==> config.mk <==
export PLATFORM = sky130hd
export DESIGN_NAME = router_in_port
export DESIGN_NICKNAME = d
export VERILOG_FILES = /design/src/rtl/router_in_port_pkg.sv /design/src/rtl/router_in_port_pkt_fifo.sv /design/src/rtl/router_in_port.sv
export SDC_FILE = /design/constraint.sdc
export NUM_CORES = 1
export LEC_CHECK = 0
export ABC_AREA = 1
export CORE_MARGIN = 3
export CORE_UTILIZATION = 40
export CTS_CLUSTER_SIZE = 10
export DETAILED_ROUTE_END_ITERATION = 12
export HOLD_SLACK_MARGIN = 0.08
export PLACE_DENSITY = 0.67
export SETUP_SLACK_MARGIN = 0.15
export SYNTH_ARGS = -nofsm -noshare
export SYNTH_HDL_FRONTEND = slang
export SYNTH_SLANG_ARGS = --single-unit
==> constraint.sdc <==
create_clock -name clock -period 3.5 [get_ports clock]
set_input_delay 0.35 -clock clock [delete_from_list [all_inputs] [get_ports clock]]
set_output_delay 0.35 -clock clock [all_outputs]
set_load 0.03 [all_outputs]
==> src/rtl/router_in_port_pkg.sv <==
// Shared types for the router input port: packet layout, assembly
// states and packet size in bytes.
package router_in_port_pkg;

  localparam int BYTES_PER_PKT = 4;

  // Wire order is src/dest first, then data MSB to LSB, so the packed
  // layout matches the byte stream read top-down.
  typedef struct packed {
    logic [3:0]  src;
    logic [3:0]  dest;
    logic [23:0] data;
  } pkt_t;

  // Which byte of the packet is expected next.
  typedef enum logic [1:0] {
    IDLE = 2'd0,
    B1   = 2'd1,
    B2   = 2'd2,
    B3   = 2'd3
  } byte_idx_e;

endpackage

==> src/rtl/router_in_port_pkt_fifo.sv <==
// Packet FIFO: combinational head read, registered push/pop.
// A pop frees a slot on the same edge, so push+pop is accepted even when full.
// A push into a full FIFO without a pop is dropped and flagged on overflow.
module pkt_fifo #(
  parameter int WIDTH = 32,
  parameter int DEPTH = 4
) (
  input  logic                   clock,
  input  logic                   reset,
  input  logic                   push,
  input  logic [WIDTH-1:0]       push_data,
  input  logic                   pop,
  output logic [WIDTH-1:0]       head,
  output logic                   full,
  output logic                   empty,
  output logic                   overflow,
  output logic [$clog2(DEPTH):0] count
);

  localparam int AW = $clog2(DEPTH);

  logic [WIDTH-1:0] mem [DEPTH];
  logic [AW-1:0]    rd_ptr;
  logic [AW-1:0]    wr_ptr;
  logic             push_ok;
  logic             pop_ok;

  assign empty    = (count == '0);
  assign full     = (count == ($clog2(DEPTH)+1)'(DEPTH));
  assign pop_ok   = pop && !empty;
  assign push_ok  = push && (!full || pop_ok);
  assign overflow = push && !push_ok;
  assign head     = empty ? '0 : mem[rd_ptr];

  // Storage array: written only on an accepted push, no reset needed.
  always_ff @(posedge clock) begin
    if (push_ok) mem[wr_ptr] <= push_data;
  end

  // Pointers wrap naturally at DEPTH; count tracks net push/pop.
  always_ff @(posedge clock) begin
    if (reset) begin
      rd_ptr <= '0;
      wr_ptr <= '0;
      count  <= '0;
    end else begin
      if (push_ok) wr_ptr <= wr_ptr + 1'b1;
      if (pop_ok)  rd_ptr <= rd_ptr + 1'b1;
      if (push_ok && !pop_ok)      count <= count + 1'b1;
      else if (!push_ok && pop_ok) count <= count - 1'b1;
    end
  end

endmodule

==> src/rtl/router_in_port.sv <==
// Router input port: reassembles the node's byte stream into 4-byte
// packets, queues them, and offers the head to output arbitration.
// Optional mid-packet idle timeout enabled by defining PKT_TIMEOUT_EN.
module router_in_port
  import router_in_port_pkg::*;
#(
  parameter int DEPTH   = 4,
  parameter int TIMEOUT = 16
) (
  input  logic                   clock,
  input  logic                   reset,
  output logic                   free_inbound,
  input  logic                   put_inbound,
  input  logic [7:0]             payload_inbound,
  output logic [31:0]            pkt_out,
  output logic                   pkt_valid,
  input  logic                   pkt_grant,
  output logic                   proto_err,
  output logic [$clog2(DEPTH):0] occupancy
);

  byte_idx_e   state;
  logic [23:0] hdr;        // bytes 0..2 shifted in, byte0 ends up on top
  pkt_t        push_pkt;
  logic        push;
  logic        pop;
  logic        fifo_full;
  logic        fifo_empty;
  logic        fifo_ovf;
  logic        abort;

  assign free_inbound = !reset && (state == IDLE) && !fifo_full;
  assign push_pkt     = {hdr, payload_inbound};
  assign push         = (state == B3) && put_inbound && !abort;
  assign pop          = pkt_valid && pkt_grant;
  assign pkt_valid    = !fifo_empty;

`ifdef PKT_TIMEOUT_EN
  localparam int TW = $clog2(TIMEOUT + 1);
  logic [TW-1:0] idle_cnt;

  assign abort = (state != IDLE) && (idle_cnt == TW'(TIMEOUT));

  // Consecutive stall cycles inside a packet; cleared by any byte or IDLE.
  always_ff @(posedge clock) begin
    if (reset || state == IDLE || abort || put_inbound) idle_cnt <= '0;
    else                                                idle_cnt <= idle_cnt + 1'b1;
  end
`else
  assign abort = 1'b0;
`endif

  // Assembly FSM: shift bytes in, push on byte3, flag drops and aborts.
  always_ff @(posedge clock) begin
    if (reset) begin
      state     <= IDLE;
      hdr       <= '0;
      proto_err <= 1'b0;
    end else begin
      proto_err <= abort || fifo_ovf || (state == IDLE && put_inbound && !free_inbound);
      if (abort) begin
        state <= IDLE;
      end else if (put_inbound) begin
        case (state)
          IDLE: if (free_inbound) begin
                  hdr   <= {hdr[15:0], payload_inbound};
                  state <= B1;
                end
          B1:   begin hdr <= {hdr[15:0], payload_inbound}; state <= B2; end
          B2:   begin hdr <= {hdr[15:0], payload_inbound}; state <= B3; end
          B3:   state <= IDLE;
          default: state <= IDLE;
        endcase
      end
    end
  end

  pkt_fifo #(
    .WIDTH ($bits(pkt_t)),
    .DEPTH (DEPTH)
  ) u_fifo (
    .clock     (clock),
    .reset     (reset),
    .push      (push),
    .push_data (push_pkt),
    .pop       (pop),
    .head      (pkt_out),
    .full      (fifo_full),
    .empty     (fifo_empty),
    .overflow  (fifo_ovf),
    .count     (occupancy)
  );

  // byte0 is gated by free, so a full-FIFO push means the FSM went wrong.
  a_no_overflow: assert property (@(posedge clock) disable iff (reset) !fifo_ovf);
  a_params: assert property (@(posedge clock)
    (DEPTH >= 2) && ((DEPTH & (DEPTH - 1)) == 0) && (TIMEOUT >= 1) && (BYTES_PER_PKT == 4));

endmodule
==> results by group, run 1 <==
Status
  – Outcome: finished, final reports clean

Floorplanning
  – Die Outline Area: 18600 um^2
  – Io pins: 50
  – Die Ht: 137 um
  – Initial cell density of the core: 0.410
  – Horizontal die dimension: about 140 um
  – Number of cell rows: 47
  – Area of the core: 16600 um^2

STA
  – Worst setup margin: 0.614 ns
  – Aggregate negative setup slack: 0 ns
  – Tightest hold margin: 0.468 ns
  – Measured slew at the worst slew-check pin: 0.742 ns
  – Final number of setup-violating endpoints: 0
  – Final hold violation count: 0
  – Max-Slew Margin vs Limit: 0.505
  – Highest attainable clock frequency: between 0.3 and 0.4 GHz
  – Number of slew-limit violations in the final report: 0
  – Clock period minus worst slack: 2.89 ns
  – Fin Clk Skew: between 0.007 and 0.008 ns
  – RSZ-0062 raised after global routing: false
  – Period utilisation layout: 0.825

Synthesis
  – Mapped Nets: 681
  – Primary flip-flop cell chosen by synthesis mapping: sky130_fd_sc_hd__edfxtp_1
  – Gate Count Post-Synth: 659
  – Proportion of synthesized chip area in sequential cells: 0.669
  – Biggest area consumer among synthesized cells: sky130_fd_sc_hd__edfxtp_1
  – Post-synthesis share of cell area spent on and, or, nand and nor gates: 0.158
  – Portion of synthesized cell area occupied by the leading cell type: 0.564
  – Mux cell area share after synthesis: 0
  – Largest cells by area after synthesis: sky130_fd_sc_hd__edfxtp_1, sky130_fd_sc_hd__dfxtp_1, sky130_fd_sc_hd__nor2_1
  – Number of synthesized register bits: 164
  – Count of flip-flops with a built-in enable after synthesis: 128
  – Main combinational cell family by area after synthesis: simple AND/OR/NAND/NOR gates
  – Synthesized-area fraction occupied by xor and xnor cells: 0.00128
  – Post-synthesis adder-cell area fraction: 0.0195
  – Ys async rst share: 0
  – Mapped Area: 6820 um^2
  – Yosys warnings: 0
  – Mean instance size in the synthesized netlist: roughly 10 um^2
  – Post-synthesis compound-gate area fraction: 0.0800
  – Synth unique cells: 23

Power
  – Switching Power: approximately 2.5 mW
  – Combinational share of power: 0.351
  – Sw frac: 0.369
  – Overall Power: 6.68 mW
  – Sequential share of power: 0.361
  – Leakage: 3.10 nW
  – Power Internal: 4.21 mW
  – Peak supply drop: 0.000569 V
  – Clock network fraction of design power: 0.288
  – Total power per unit cell area: ~800 nW/um^2

Final layout
  – Nets: 726
  – Final Cell Area: just over 8000 um^2
  – Commonest non-fill, non-tap cell in the layout: sky130_fd_sc_hd__nor2_1
  – Register cell area after layout: 4570 um^2
  – Area added between synthesis and finish: 18.8%
  – Most frequent cells in the layout: sky130_fd_sc_hd__nor2_1, sky130_fd_sc_hd__edfxtp_1, sky130_fd_sc_hd__inv_1, sky130_fd_sc_hd__nand2_1, sky130_fd_sc_hd__o21ai_0
  – Fraction of final layout cells with drive strength greater than 1: 0.110
  – Multi-input combinational cell area: between 1500 and 2000 um^2
  – Util after Layout: 0.487
  – Non-filler instance count after layout: approximately 940
  – Number of antenna repair diodes: 0
  – Fill cell total of the finished layout: around 1.5k

Placed design
  – Weighted congestion at the end of routability-driven global placement: 0.779
  – Cell count after placement: about 910
  – Placed cell area: 7480 um^2
  – Final HPWL DP: roughly 8300 um
  – Quantity of I/O buffers inserted on ports: 49
  – Dpl ws: around 0.86 ns

Drt
  – DR pass1 iterations: 5
  – Number of design-rule violations left by the first detailed-router iteration: roughly 350
  – Post-route DRC violation count: 0
  – Drt via density: approximately 5.0
  – Wirelength, routed: 14600 um
  – Post-detailed-route count of antenna-violating nets: 0
  – Routed vias: 4646
  – WL/cell: 15.6 um

Worst setup path
  – Worst Setup Start Kind: flip-flop
  – Arrival time at the worst endpoint: 2.54 ns
  – Ordered list of cells on the worst path: nor2_2 > nand2_1 > inv_1 > buf_4 > a21oi_1 > clkdlybuf4s50_1
  – Largest delay share family, worst path: buffers and inverters
  – Maximum cell stage delay along the critical path: 0.61 ns
  – Required time at the endpoint of the critical path: between 3 and 4 ns
  – Critical path type: reg2out
  – CP max FO: 22
  – Type of element capturing the critical path: primary output
  – Crit path buf inv count: 3
  – WP depth: 6
  – R2R cell count: 12
  – Slowest library cell on the worst path: sky130_fd_sc_hd__clkdlybuf4s50_1

Global route
  – Number of antenna violations at the first check in global routing: 0
  – All-Layer GR Usage: 0.166
  – Global-route wire length before repair: 23500 um
  – Pin count of the biggest net entering global routing: 43
  – GR Overflow Total: 0
  – Number of global-route vias before repair: 4697

CTS
  – Clock insertion delay at the later pin of the skew report: 0.42 ns
  – Cts bufs inserted: 17
  – Post-CTS sizing: 0
  – Deepest clock path buffer count: 2
  – TritonCTS clock tree: done
  – CTS sink cnt: 164
  – CTS clock-pin slew for the worst setup and hold paths: approximately 0.060 ns
  – Deepest level of the CTS H-tree: 4
  – Library cell used as clock root buffer: sky130_fd_sc_hd__clkbuf_16
  – # hold bufs at CTS: 0
  – Post CTS Setup Buffer Count: 0

Job
  – MaxCap Viol Count: 0

Worst hold path
  – Worst hold-check path type: reg2reg
  – Worst Hold Path Cells: 2
## area by class of cell
cell class	instances	share of cell area
timing repair buffer	63	0.0701
tap	220	0.0340
clock buffer	19	0.0559
multi-input combinational	379	0.219
clock inverter	13	0.0207
sequential	164	0.563
inverter	79	0.0366
## power groups by stage
stage          registers (mW)  logic (mW)  clock network, mW
2_1_floorplan            2.42        1.53                  0
3_5_place_dp             2.46        2.34                  0
3_3_place_gp             2.44        2.31                  0
4_1_cts                  2.42        2.36               1.96
6_report                 2.42        2.34               1.92
5_1_grt                  2.44        2.56               2.05
## path summary, 6_finish.rpt
| check | startpoint | end | slack (ns) |
|---|---|---|---|
| max | u_fifo.count[0] | pkt_out[23] | 0.61 |
| min | u_fifo.rd_ptr[1] | u_fifo.rd_ptr[1] | 0.47 |
| max reg2reg | u_fifo.count[0] | u_fifo.count[2] | 1.00 |
| min reg2reg | u_fifo.rd_ptr[1] | u_fifo.rd_ptr[1] | 0.47 |
## flip-flops by register name (all words and copies together), names as in the netlist, named ones only
register       flops
u_fifo.rd_ptr      2
proto_err          1
u_fifo.mem       128
u_fifo.count       3
u_fifo.wr_ptr      2
hdr               24
state              2
## cells in the mapped netlist, types with 2 or more instances
| cell | number |
|---|---|
| sky130_fd_sc_hd__clkbuf_1 | 9 |
| sky130_fd_sc_hd__inv_1 | 78 |
| sky130_fd_sc_hd__o21ai_0 | 52 |
| sky130_fd_sc_hd__o21ai_1 | 16 |
| sky130_fd_sc_hd__a21oi_1 | 41 |
| sky130_fd_sc_hd__nand3_1 | 5 |
| sky130_fd_sc_hd__buf_4 | 2 |
| sky130_fd_sc_hd__buf_1 | 6 |
| sky130_fd_sc_hd__dfxtp_1 | 36 |
| sky130_fd_sc_hd__ha_1 | 9 |
| sky130_fd_sc_hd__buf_2 | 17 |
| sky130_fd_sc_hd__buf_6 | 3 |
| sky130_fd_sc_hd__nor2_2 | 11 |
| sky130_fd_sc_hd__nand4_1 | 25 |
| sky130_fd_sc_hd__nor2_1 | 154 |
| sky130_fd_sc_hd__nand2_1 | 61 |
| sky130_fd_sc_hd__edfxtp_1 | 128 |
## cells by family after synthesis
logic type               Yosys count
AO/OA/AOI/OAI                    109
XOR/XNOR                           1
buffers and inverters            116
AND/OR/NAND/NOR                  259
flip-flops                       164
adder cells (fa/ha/maj)           10
## metal layers
layer  GRT usage  up-vias  wire length, um
li1            -     2277                -
met1       0.204     2231             6330
met2       0.284      115             7210
met3      0.0471       23              749
met4      0.0543        0              301
met5           0        -                0
## worst min-delay path, delay by kind of cell, from the launching register on
kind            cells  cell delay (ns)
buf+inv             1             0.05
flops               1             0.31
compound gates      1             0.06
Power figures use the tool's default switching activity.
==> run 2, diff against run 1 <==
clock period = 3 ns   (was 3.5 ns; I/O delays follow)
==> results by group, run 2 (same netlist as run 1, synthesis figures left out) <==
Worst setup path
  – Type of element capturing the critical path: primary output
  – Worst Setup Start Kind: flip-flop
  – Required time at the endpoint of the critical path: 2.70 ns (-0.45 ns)
  – CP max FO: 25 (+14%)
  – Arrival time at the worst endpoint: 2.43 ns (-0.11 ns)
  – Critical path type: reg2out

Drt
  – Number of design-rule violations left by the first detailed-router iteration: 406 (+15%)
  – Post-detailed-route count of antenna-violating nets: 0 (unchanged)
  – Wirelength, routed: 14200 um (-2.7%)
  – Drt via density: 4.88 (-1.7%)
  – Post-route DRC violation count: 0 (unchanged)
  – DR pass1 iterations: 4 (-1)
  – Routed vias: 4578 (-1.5%)
  – WL/cell: 15.1 um (-2.9%)

STA
  – RSZ-0062 raised after global routing: true
  – Final hold violation count: 0 (unchanged)
  – Number of slew-limit violations in the final report: 0 (unchanged)
  – Measured slew at the worst slew-check pin: 1.02 ns (+0.281 ns)
  – Tightest hold margin: 0.473 ns (+0.00469 ns)
  – Final number of setup-violating endpoints: 0 (unchanged)
  – Period utilisation layout: 0.911
  – Aggregate negative setup slack: 0 ns (unchanged)
  – Max-Slew Margin vs Limit: 0.318 (-0.187)
  – Clock period minus worst slack: 2.73 ns
  – Fin Clk Skew: 0.00943 ns (+0.00217 ns)
  – Worst setup margin: 0.267 ns (-0.347 ns)
  – Highest attainable clock frequency: 0.366 GHz

Floorplanning
  – Number of cell rows: 47 (unchanged)
  – Die Ht: 137 um (unchanged)
  – Horizontal die dimension: 137 um (unchanged)
  – Die Outline Area: 18600 um^2 (unchanged)
  – Area of the core: 16600 um^2 (unchanged)
  – Initial cell density of the core: 0.410 (unchanged)
  – Io pins: 50 (unchanged)

Final layout
  – Commonest non-fill, non-tap cell in the layout: sky130_fd_sc_hd__nor2_1
  – Number of flip-flops in the largest register: 128 (unchanged)
  – Largest regs: u_fifo.mem: 128 flops, hdr: 24 flops, u_fifo.count: 3 flops
  – Nets: 728 (+0.28%)
  – Number of antenna repair diodes: 0 (unchanged)
  – Register ranked first by flip-flop count: u_fifo.mem
  – Util after Layout: 0.487 (about the same)
  – Fraction of final layout cells with drive strength greater than 1: 0.107 (-0.00309)
  – Area added between synthesis and finish: 18.8% (about the same)
  – Most frequent cells in the layout: sky130_fd_sc_hd__nor2_1, sky130_fd_sc_hd__edfxtp_1, sky130_fd_sc_hd__inv_1, sky130_fd_sc_hd__nand2_1, sky130_fd_sc_hd__o21ai_0

Placed design
  – Quantity of I/O buffers inserted on ports: 49 (unchanged)
  – Final HPWL DP: 8130 um (-2.4%)
  – Weighted congestion at the end of routability-driven global placement: 0.790 (+1.5%)
  – Dpl ws: 0.471 ns (-0.387 ns)

Power
  – Power Internal: 4.92 mW (+17%)
  – Overall Power: 7.68 mW (+15%)
  – Sequential share of power: 0.365 (+0.004)
  – Combinational share of power: 0.362 (+0.011)
  – Total power per unit cell area: 948 nW/um^2 (+15%)
  – Peak supply drop: 0.000569 V (about the same)
  – Leakage: 3.10 nW (about the same)
  – Switching Power: 2.75 mW (+12%)
  – Clock network fraction of design power: 0.273 (-0.015)
  – Sw frac: 0.359 (-0.0107)

Job
  – MaxCap Viol Count: 0 (unchanged)

CTS
  – # hold bufs at CTS: 0 (unchanged)
  – CTS clock-pin slew for the worst setup and hold paths: 0.06 ns (about the same)
  – Post CTS Setup Buffer Count: 0 (unchanged)
  – CTS sink cnt: 164 (unchanged)
  – TritonCTS clock tree: done
  – Clock insertion delay at the later pin of the skew report: 0.42 ns (about the same)
  – Deepest clock path buffer count: 2 (unchanged)
  – Post-CTS sizing: 0 (unchanged)
  – Cts bufs inserted: 17 (unchanged)
  – Library cell used as clock root buffer: sky130_fd_sc_hd__clkbuf_16
  – Deepest level of the CTS H-tree: 4 (unchanged)

Worst hold path
  – Worst hold-check path type: reg2reg

Global route
  – All-Layer GR Usage: 0.162 (-0.00433)
  – GR Overflow Total: 0 (unchanged)
  – Global-route wire length before repair: 23100 um (-1.9%)
  – Number of antenna violations at the first check in global routing: 0 (unchanged)
  – Number of global-route vias before repair: 4658 (-0.83%)
  – Pin count of the biggest net entering global routing: 57 (+33%)

Status
  – Outcome: finished, final reports clean
-- run 2: power groups by stage --
stage	sequential, mW	clock, mW	combinational, mW
floorplan	2.82	0	1.79
global placement	2.83	0	2.79
detailed placement	2.85	0	2.82
CTS	2.80	2.12	2.83
global route	2.82	2.22	3.05
finish	2.80	2.09	2.78
-- run 2: layer usage --
layer	track usage	wire length (um)	vias up
li1	-	-	2274
met1	0.198	6020	2187
met2	0.276	7220	100
met3	0.0397	727	17
met4	0.0655	226	0
met5	0	0	-
-- run 2: final timing paths --
check                           slack, ns         endpoint  cells after the start        startpoint
worst min register to register       0.47        flip-flop                      2  u_fifo.rd_ptr[1]
worst max register to register       0.67  u_fifo.count[2]                     13   u_fifo.count[0]
worst max-delay path                 0.27      pkt_out[23]                      5         flip-flop
worst min-delay path                 0.47        flip-flop                      2  u_fifo.rd_ptr[1]
-- run 2: final cells by class --
| class | instances | area (um^2) |
|---|---|---|
| clock inverter | 3 | 38.8 |
| fill | 1466 | 8540 |
| timing repair buffer | 65 | 596 |
| multi-input combinational | 379 | 1780 |
| clock buffer | 29 | 551 |
| inverter | 79 | 297 |
| tap | 220 | 275 |
| sequential | 164 | 4570 |
-- run 2: worst max-delay path, stage by stage, from the launching register on --
cell and delay (ns):
sky130_fd_sc_hd__dfxtp_1 0.33, sky130_fd_sc_hd__inv_1 0.44, sky130_fd_sc_hd__nor2_1 0.22, sky130_fd_sc_hd__o21ai_0 0.10
sky130_fd_sc_hd__a21oi_1 0.21, sky130_fd_sc_hd__clkdlybuf4s50_1 0.71
-- run 2: through the flow --
stage	instance area (um^2)	instances
floorplan	6820	659
global placement	7510	907
detailed placement	7510	907
CTS	8100	939
global route	8100	939
finish	8100	939
==> run 3, diff against run 2 <==
GPL_ROUTABILITY_DRIVEN = 0   (was unset)
RECOVER_POWER = 50   (was unset)
==> results by group, run 3 (same netlist as run 1, synthesis figures left out) <==
Global route
  – GR Overflow Total: 0 (unchanged)
  – Met1 demand-to-capacity share in global routing: 0.198 (unchanged)
  – Pin count of the biggest net entering global routing: 57 (unchanged)
  – Met2 track utilization from global routing: 0.276 (unchanged)
  – Grt met3 use: 0.0397 (unchanged)
  – Number of antenna violations at the first check in global routing: 1 (+1)
  – All-Layer GR Usage: 0.162 (unchanged)
  – Most used routing layer: met2
  – Number of global-route vias before repair: 4658 (unchanged)
  – Global-route wire length before repair: 23100 um (unchanged)

Floorplanning
  – Die Outline Area: 18600 um^2 (unchanged)
  – Die Ht: 137 um (unchanged)
  – Initial cell density of the core: 0.410 (unchanged)
  – Io pins: 50 (unchanged)
  – Number of cell rows: 47 (unchanged)
  – Area of the core: 16600 um^2 (unchanged)
  – Horizontal die dimension: 137 um (unchanged)

CTS
  – Deepest level of the CTS H-tree: 4 (unchanged)
  – TritonCTS clock tree: done
  – CTS sink cnt: 164 (unchanged)
  – Clock insertion delay at the later pin of the skew report: 0.41 ns (about the same)
  – Library cell used as clock root buffer: sky130_fd_sc_hd__clkbuf_16
  – Cts bufs inserted: 17 (unchanged)
  – # hold bufs at CTS: 0 (unchanged)
  – Post CTS Setup Buffer Count: 0 (unchanged)
  – CTS clock-pin slew for the worst setup and hold paths: 0.06 ns (about the same)
  – Deepest clock path buffer count: 2 (unchanged)

Power
  – Total power per unit cell area: 946 nW/um^2 (-0.19%)
  – Leakage: 3.11 nW (+0.32%)
  – Peak supply drop: 0.000540 V (-5.0%)

Worst setup path
  – Critical path type: reg2out
  – Required time at the endpoint of the critical path: 2.70 ns (about the same)
  – Register-to-register setup slack: 0.61 ns (-0.06 ns)
  – CP max FO: 25 (unchanged)
  – Startpoint of the worst-slack reg-to-reg timing path: state[0]
  – Arrival time at the worst endpoint: 2.45 ns (+0.02 ns)
  – Crit path buf inv count: 2 (unchanged)
  – Type of element capturing the critical path: primary output
  – Ordered list of cells on the worst path: inv_1 > nor2_1 > o21ai_0 > a21oi_1 > clkdlybuf4s50_1
  – Maximum cell stage delay along the critical path: 0.71 ns (about the same)
  – Critical R2R Capture: hdr[11]
  – Worst Setup Start Kind: flip-flop
  – Slowest library cell on the worst path: sky130_fd_sc_hd__clkdlybuf4s50_1
  – R2R cell count: 10 (-3)
  – Largest delay share family, worst path: buffers and inverters

Final layout
  – Register cell area after layout: 4570 um^2 (unchanged)
  – Most frequent cells in the layout: sky130_fd_sc_hd__nor2_1, sky130_fd_sc_hd__edfxtp_1, sky130_fd_sc_hd__inv_1, sky130_fd_sc_hd__nand2_1, sky130_fd_sc_hd__o21ai_0
  – Area added between synthesis and finish: 18.6%
  – Fill cell total of the finished layout: 1470 (+0.27%)
  – Commonest non-fill, non-tap cell in the layout: sky130_fd_sc_hd__nor2_1
  – Multi-input combinational cell area: 1770 um^2 (-0.42%)
  – Non-filler instance count after layout: 939 (unchanged)
  – Largest regs: u_fifo.mem: 128 flops, hdr: 24 flops, u_fifo.count: 3 flops
  – Fraction of final layout cells with drive strength greater than 1: 0.102 (-0.00556)
  – Number of flip-flops in the largest register: 128 (unchanged)
  – Nets: 728 (unchanged)
  – Register ranked first by flip-flop count: u_fifo.mem
  – Number of antenna repair diodes: 0 (unchanged)

STA
  – Final number of setup-violating endpoints: 0 (unchanged)
  – Fin Clk Skew: 0.00750 ns (-0.00193 ns)
  – Clock period minus worst slack: 2.75 ns (+0.0183 ns)
  – Aggregate negative setup slack: 0 ns (unchanged)
  – Tightest hold margin: 0.476 ns (+0.00288 ns)
  – RSZ-0062 raised after global routing: true
  – Worst setup margin: 0.249 ns (-0.0183 ns)
  – Period utilisation layout: 0.917 (+0.00609)
  – Number of slew-limit violations in the final report: 0 (unchanged)
  – Final hold violation count: 0 (unchanged)
  – Max-Slew Margin vs Limit: 0.159 (-0.159)
  – Highest attainable clock frequency: 0.363 GHz (-0.66%)
  – Measured slew at the worst slew-check pin: 1.26 ns (+0.239 ns)

Worst hold path
  – Worst hold path startpoint: u_fifo.rd_ptr[1]
  – Worst Hold Path Cells: 2 (unchanged)
  – Worst hold-check path type: reg2reg

Drt
  – Drt via density: 4.90 (+0.50%)
  – Post-detailed-route count of antenna-violating nets: 0 (unchanged)
  – DR pass1 iterations: 7 (+3)
  – WL/cell: 15.1 um (+0.16%)
  – Post-route DRC violation count: 0 (unchanged)
  – Wirelength, routed: 14200 um (+0.16%)
  – Number of design-rule violations left by the first detailed-router iteration: 369 (-9.1%)
  – Routed vias: 4601 (+0.50%)

Job
  – MaxCap Viol Count: 0 (unchanged)

Placed design
  – Cell count after placement: 907 (unchanged)
  – Dpl ws: 0.471 ns (unchanged)
  – Quantity of I/O buffers inserted on ports: 49 (unchanged)
  – Final HPWL DP: 8130 um (unchanged)

Status
  – Outcome: finished, final reports clean
## run 3: changes by cell type in the layout (fill, tap and decap cells not counted), sizes merged
cell,change
clkbuf,+2
clkdlybuf4s50,-13
dlygate4sd3,+13
buf,-2
## run 3: worst max path at each step
stage / start / endpoint / cells past startpoint
after floorplan: u_fifo.count[0] / u_fifo.mem[0][0] / 6
after global placement: pkt_grant / u_fifo.count[2] / 12
after detailed placement: pkt_grant / u_fifo.count[2] / 12
after CTS: flip-flop / pkt_out[10] / 5
after global routing: flip-flop / pkt_out[15] / 5
final: flip-flop / pkt_out[23] / 5
## run 3: per-layer routing
| metal | wire length [um] | part of all wire |
|---|---|---|
| met5 | 13 | 0.00091 |
| met4 | 263 | 0.019 |
| met3 | 781 | 0.055 |
| met2 | 7130 | 0.50 |
| met1 | 6020 | 0.42 |
## run 3: layout make-up
type,count,share of cell area
Timing Repair Buffer,65,0.0729
Inverter,79,0.0367
Sequential cell,164,0.565
Clock inverter,3,0.00480
Multi-Input combinational cell,379,0.219
Clock buffer,29,0.0681
Tap cell,220,0.0340
## run 3: worst reg2reg max path, delay by kind of cell (launching register included)
kind / cells / cell delay, ns
DFF: 1 / 0.31
buffers and inverters: 3 / 1.10
adders and majority gates: 1 / 0.21
and+or+nand+nor: 6 / 0.67
## run 3: where the power goes
group / switching, mW / leakage [nW] / total, mW / internal [mW]
combinational: 1.82 / 1.36 / 2.76 / 0.935
sequential: 0.148 / 1.47 / 2.80 / 2.65
clock: 0.778 / 0.291 / 2.09 / 1.32
total: 2.75 / 3.11 / 7.65 / 4.90
## run 3: per-stage QoR
| stage | instance area, um^2 | power, mW | util |
|---|---|---|---|
| after global placement | 7510 | 5.62 | 0.451 |
| final | 8090 | 7.65 | 0.486 |
| after global routing | 8090 | 8.07 | 0.486 |
| after floorplan | 6820 | 4.61 | - |
| after CTS | 8100 | 7.76 | 0.487 |
| after detailed placement | 7510 | 5.67 | 0.451 |
## run 3: repair_timing
item,in CTS,in global routing
gates resized for setup,0,0
setup endpoints to repair,0,7
endpoints found under the hold margin,0,0
